File: src/rtl/store_datagen_if.sv
// store_datagen_if: store request, dmem write port and load-hazard signals of the store data path.
interface store_datagen_if;
    logic        st_valid;
    logic        st_ready;
    logic [2:0]  st_size;
    logic [31:0] st_addr;
    logic [31:0] st_data;
    logic        st_misalign;
    logic        dvalid;
    logic        dready;
    logic [31:0] daddr;
    logic [3:0]  dwe;
    logic [31:0] dwdata;
    logic [31:0] ld_addr;
    logic        ld_hazard;
    logic        sb_empty;
    modport slave (
        input  st_valid, st_size, st_addr, st_data, dready, ld_addr,
        output st_ready, st_misalign, dvalid, daddr, dwe, dwdata, ld_hazard, sb_empty
    );
    modport master (
        output st_valid, st_size, st_addr, st_data, dready, ld_addr,
        input  st_ready, st_misalign, dvalid, daddr, dwe, dwdata, ld_hazard, sb_empty
    );
endinterface

File: src/rtl/store_datagen.sv
// store_datagen: encodes SB/SH/SW stores into lane data and byte enables and buffers them for dmem.
module store_datagen #(
    parameter int DEPTH = 2
) (
    input logic            clk_i,
    input logic            reset_i,
    store_datagen_if.slave bus
);
    localparam int PW = $clog2(DEPTH);
    logic [29:0]      addr_q [DEPTH];
    logic [3:0]       we_q [DEPTH];
    logic [31:0]      data_q [DEPTH];
    logic [DEPTH-1:0] vld_q;
    logic [PW-1:0]    rd_q, wr_q;
    logic             mis_q;
    logic [3:0]       we_d;
    logic [31:0]      data_d;
    logic             bad, accept, push, pop, empty, haz;
    logic             unused_ok;
    assign unused_ok = ^bus.ld_addr[1:0];
    // Per-slot valid bits: the slot at wr_q is occupied only when the buffer is full.
    assign empty          = !vld_q[rd_q];
    assign bus.st_ready   = !vld_q[wr_q];
    assign accept         = bus.st_valid && bus.st_ready;
    assign push           = accept && !bad;
    assign pop            = !empty && bus.dready;
    assign bus.dvalid     = !empty;
    assign bus.sb_empty   = empty;
    assign bus.st_misalign = mis_q;
    assign bus.daddr      = empty ? 32'd0 : {addr_q[rd_q], 2'b00};
    assign bus.dwe        = empty ? 4'd0 : we_q[rd_q];
    assign bus.dwdata     = empty ? 32'd0 : data_q[rd_q];
    assign bus.ld_hazard  = haz;
    always_comb begin
        we_d = bus.st_size == 3'b000 ? 4'b0001 << bus.st_addr[1:0] :
               bus.st_size == 3'b001 ? (bus.st_addr[1] ? 4'b1100 : 4'b0011) : 4'b1111;
        data_d = bus.st_size == 3'b000 ? {4{bus.st_data[7:0]}} :
                 bus.st_size == 3'b001 ? {2{bus.st_data[15:0]}} : bus.st_data;
        bad = bus.st_size == 3'b000 ? 1'b0 :
              bus.st_size == 3'b001 ? bus.st_addr[0] :
              bus.st_size == 3'b010 ? |bus.st_addr[1:0] : 1'b1;
        haz = 1'b0;
        for (int i = 0; i < DEPTH; i++)
            haz = haz | (vld_q[i] && addr_q[i] == bus.ld_addr[31:2]);
    end
    always_ff @(posedge clk_i or posedge reset_i) begin
        if (reset_i) begin
            vld_q <= '0;
            rd_q  <= '0;
            wr_q  <= '0;
            mis_q <= 1'b0;
        end else begin
            mis_q <= accept && bad;
            if (pop) begin
                vld_q[rd_q] <= 1'b0;
                rd_q        <= rd_q + 1'b1;
            end
            if (push) begin
                vld_q[wr_q] <= 1'b1;
                wr_q        <= wr_q + 1'b1;
            end
        end
    end
    always_ff @(posedge clk_i) begin
        if (push) begin
            addr_q[wr_q] <= bus.st_addr[31:2];
            we_q[wr_q]   <= we_d;
            data_q[wr_q] <= data_d;
        end
    end
endmodule

File: src/flat_wrapper.sv
// flat-port wrapper written by rule: the top's interface ports become plain ports
module store_datagen_flat 
#(
    parameter int DEPTH = 2
)
  (clk_i, reset_i, bus_st_valid, bus_st_size, bus_st_addr, bus_st_data, bus_dready, bus_ld_addr, bus_st_ready, bus_st_misalign, bus_dvalid, bus_daddr, bus_dwe, bus_dwdata, bus_ld_hazard, bus_sb_empty);
  store_datagen_if bus_i ();
  input logic clk_i;
  input logic reset_i;
  input wire logic [$bits(bus_i.st_valid)-1:0] bus_st_valid;
  input wire logic [$bits(bus_i.st_size)-1:0] bus_st_size;
  input wire logic [$bits(bus_i.st_addr)-1:0] bus_st_addr;
  input wire logic [$bits(bus_i.st_data)-1:0] bus_st_data;
  input wire logic [$bits(bus_i.dready)-1:0] bus_dready;
  input wire logic [$bits(bus_i.ld_addr)-1:0] bus_ld_addr;
  output wire logic [$bits(bus_i.st_ready)-1:0] bus_st_ready;
  output wire logic [$bits(bus_i.st_misalign)-1:0] bus_st_misalign;
  output wire logic [$bits(bus_i.dvalid)-1:0] bus_dvalid;
  output wire logic [$bits(bus_i.daddr)-1:0] bus_daddr;
  output wire logic [$bits(bus_i.dwe)-1:0] bus_dwe;
  output wire logic [$bits(bus_i.dwdata)-1:0] bus_dwdata;
  output wire logic [$bits(bus_i.ld_hazard)-1:0] bus_ld_hazard;
  output wire logic [$bits(bus_i.sb_empty)-1:0] bus_sb_empty;
  assign bus_i.st_valid = bus_st_valid;
  assign bus_i.st_size = bus_st_size;
  assign bus_i.st_addr = bus_st_addr;
  assign bus_i.st_data = bus_st_data;
  assign bus_i.dready = bus_dready;
  assign bus_i.ld_addr = bus_ld_addr;
  assign bus_st_ready = bus_i.st_ready;
  assign bus_st_misalign = bus_i.st_misalign;
  assign bus_dvalid = bus_i.dvalid;
  assign bus_daddr = bus_i.daddr;
  assign bus_dwe = bus_i.dwe;
  assign bus_dwdata = bus_i.dwdata;
  assign bus_ld_hazard = bus_i.ld_hazard;
  assign bus_sb_empty = bus_i.sb_empty;
  store_datagen #(.DEPTH(DEPTH)) u_core (.clk_i(clk_i), .reset_i(reset_i), .bus(bus_i));
endmodule
File: config.mk
export PLATFORM = sky130hd
export DESIGN_NAME = store_datagen_flat
export DESIGN_NICKNAME = d
export VERILOG_FILES = /design/src/rtl/store_datagen_if.sv /design/src/rtl/store_datagen.sv /design/src/flat_wrapper.sv
export SDC_FILE = /design/constraint.sdc
export NUM_CORES = 1
export LEC_CHECK = 0
export ABC_AREA = 1
export BUFFER_PORTS_ARGS = -buffer_cell sky130_fd_sc_hd__buf_2
export CAP_MARGIN = 20
export CORE_MARGIN = 3
export CORE_UTILIZATION = 43
export CTS_BUF_LIST = sky130_fd_sc_hd__clkbuf_2 sky130_fd_sc_hd__clkbuf_4 sky130_fd_sc_hd__clkbuf_8
export CTS_CLUSTER_DIAMETER = 30
export DETAILED_ROUTE_END_ITERATION = 10
export PLACE_DENSITY_LB_ADDON = 0.12
export SLEW_MARGIN = 20
export SYNTH_ARGS = -nofsm -noshare
export SYNTH_HDL_FRONTEND = slang
export SYNTH_SLANG_ARGS = --single-unit
File: constraint.sdc
create_clock -name clk_i -period 5.2 [get_ports clk_i]
set_input_delay 1.04 -clock clk_i [delete_from_list [all_inputs] [get_ports clk_i]]
set_output_delay 1.04 -clock clk_i [all_outputs]
set_load 0.01 [all_outputs]
==> impl_metrics.toml <==
[outcome]
status = "completed"

[floorplanning]
die_w_um = 134.7
ioPinCount = 176
rows = 46
start_util_pct = 44.32
core-area_um2 = 16060
die-area_um2 = 18130
die_h_um = 134.7

[critical_path]
timing.rr.start = "u_core.vld_q[1]$_DFF_PP0_"
critPathArrivalTime_ns = 2.86
r2r_end = "u_core.we_q[0][2]$_DFFE_PP_"
crit_type = "reg2out"
cp-start-kind = "register"
r2r_setup_slack_ns = 3.11
critPathMaxFanout = 48
endpoint = "bus_daddr[18]"
reg2reg_depth = 8
worstPathRequired_ns = 4.16
cp-end-kind = "output port"
crit_start = "u_core.rd_q$_DFFE_PP0N_"

[placement]
hpwl_um = 12080
place_inst = 1237
gp_congestion = 0.8432
io_buffers = 171

[cells_and_area]
fillCellCount = 1576
layout.nets = 1143
seqCellArea_um2 = 4090
area_growth_pct = 20.34
drive_gt1_share_pct = 20.51
finalNonFillerCells = 1270
multiInputGateArea_um2 = 2181

[pwr]
power.internal_mw = 2.095
clockPowerShare_pct = 27.3
p_sw_share_pct = 35.45
pwr-share-comb_pct = 32.0
switchingPower_mw = 1.151
power_frac_seq_pct = 40.6
power_leakage_nw = 4.669
ir_worst_vdd_mv = 0.1971
p_per_area_nw_per_um2 = 379.0

[clock_tree]
clock_path_buffers = 2
root_buffer = "clkbuf_8"
h-tree-depth = 4
cts_tree = "done"
ctsResizeCount = 0
clock_latency_ns = 0.43
cts.clk_slew.worst_paths_ns = 0.08
cts_setup_buffers = 0
cts_made_buffers = 17
cts_sinks = 137
postCtsHoldBufs = 0

[grt]
grt_pass1_vias = 5317
grt_first_pass_wirelength_um = 26620
antenna_found_initial = 1
grt_use_total_pct = 19.28
grt_max_degree = 90
gr-total-overflow = 0

[route]
vias = 5639
wl_per_cell_um = 13.57
drt_iter0_drc = 353
vias_per_cell = 4.440
drtAntennaViolNets = 0
met1_length_um = 7381
wl_um = 17230
met2WireLength_um = 8647
post-route-drc-count = 0
dr_wl_met3_um = 1001
first_pass_iters = 5
routed.top_layer = "met5"

[timing]
setup_viol = 0
post-route-period-util_pct = 74.99
min_period_ns = 3.900
finalSetupTns_ns = 0
hold_viol_final = 0
max_slew_margin_pct = 38.50
worst_slew_pin_slew_ns = 0.9226
finClkSkew_ns = 0.007189
maxSlewViolCount = 0
fmaxAchievable_mhz = 256.4
rsz0062_at_grt = "no"

[synth]
synth_ff_type = "edfxtp_1"
synth_edf_count = 132
synth_top_area_cell = "edfxtp_1"
netlist_instances = 872
syn_avg_cell_area_um2 = 8.161
synth_top_cell_area_share_pct = 55.70
yosys-top-cells-area = "edfxtp_1, nand2_1, inv_1, o21ai_0, dfrtp_1"
seq_area_frac_synth_pct = 57.45
netlist_area_um2 = 7117
synth.distinct_cells = 22
synth_common_cells = "nand2_1, inv_1, edfxtp_1, o21ai_0, nor2_1"
yosysWarnings = 0
ys_ff_latch = 137
yosysMostFrequentCell = "nand2_1"
synth_async_sr_flop_share_pct = 3.650

[run]
max-cap-violations = 0

[worst_hold_path]
hp-class = "in2async"
## stage by stage
stage / cell area, um2 / hold slack [ns] / setup slack, ns / util, % / total power [mW]
final: 8564 / 0.4861 / 1.300 / 53.33 / 3.246
after global routing: 8562 / 0.4698 / 1.016 / 53.32 / 3.477
after CTS: 8562 / 0.4564 / 1.173 / 53.32 / 3.296
after detailed placement: 8154 / 0.5094 / 1.407 / 50.78 / 2.409
after global placement: 8154 / 0.5120 / 1.419 / 50.78 / 2.400
after floorplan: 7121 / 0.4774 / 0.3028 / - / 2.050
## critical path, cell delays in order (launching register included)
cell	delay, ns
dfrtp_2	0.37
inv_2	0.33
o21bai_4	0.84
buf_4	0.51
nand2_1	0.12
inv_1	0.11
buf_2	0.14
## worst min path at each step
stage / to / slack (ns) / depth (start not counted)
6_report: u_core.bus.st_misalign$_DFF_PP0_ / 0.49 / 2
5_1_grt: u_core.bus.st_misalign$_DFF_PP0_ / 0.47 / 2
4_1_cts: u_core.bus.st_misalign$_DFF_PP0_ / 0.46 / 2
3_5_place_dp: u_core.vld_q[1]$_DFF_PP0_ / 0.51 / 2
3_3_place_gp: u_core.vld_q[1]$_DFF_PP0_ / 0.51 / 2
2_1_floorplan: u_core.vld_q[1]$_DFF_PP0_ / 0.48 / 2
## cell type report
cell class              instances  share of cell area (%)
clock inverters                15                   2.031
inverters                     185                   8.108
multi-input cells             523                   25.46
flip-flops and latches        137                   47.76
clock buffers                  17                   2.732
well taps                     216                   3.156
diodes                          1                 0.02922
repair buffers                176                   10.72
## kinds of logic after synthesis
family | share of synthesized area, %
XOR/XNOR | 2.092
AO/OA/AOI/OAI | 4.448
AND/OR/NAND/NOR | 23.89
buffers and inverters | 12.06
flip-flops | 57.45
other | 0.05269
## layout by cell type, fill, tap and decap left out
master | Yosys | layout
edfxtp_1 | 132 | 132
clkinv_4 | 0 | 3
clkinv_2 | 0 | 5
clkinvlp_4 | 0 | 2
buf_4 | 5 | 3
o31ai_1 | 1 | 1
nor2_2 | 2 | 2
o211ai_1 | 8 | 8
bufinv_16 | 0 | 3
xor2_1 | 3 | 3
dfrtp_2 | 0 | 1
clkbuf_8 | 0 | 17
inv_1 | 183 | 182
dfrtp_1 | 5 | 4
xnor2_1 | 14 | 14
o21ai_1 | 2 | 2
o21bai_4 | 1 | 1
diode_2 | 0 | 1
conb_1 | 1 | 2
inv_6 | 0 | 2
o21ai_0 | 42 | 42
inv_2 | 2 | 3
a21oi_1 | 2 | 2
buf_12 | 0 | 2
nand3_1 | 3 | 3
nand4_1 | 4 | 4
buf_2 | 14 | 171
nor2_4 | 0 | 1
nor2_1 | 25 | 24
nand2_1 | 414 | 414
## flip-flops by register name (all words and copies together) (netlist names)
signal                  count
u_core.vld_q                2
u_core.wr_q                 1
u_core.we_q                 8
u_core.addr_q              60
u_core.bus.st_misalign      1
u_core.rd_q                 1
u_core.data_q              64
## power groups by stage
stage	clock [mW]	combinational [mW]	sequential [mW]
CTS	0.909	1.07	1.32
global placement	0	1.06	1.34
global route	0.960	1.19	1.32
detailed placement	0	1.07	1.34
floorplan	0	0.709	1.34
finish	0.888	1.04	1.32
## per-layer routing
layer	track usage (%)	vias up
li1	-	2967
met1	23.86	2488
met2	34.19	165
met3	3.763	17
met4	5.882	2
met5	0	-
Note: power is estimated with default switching activity, not from simulation.
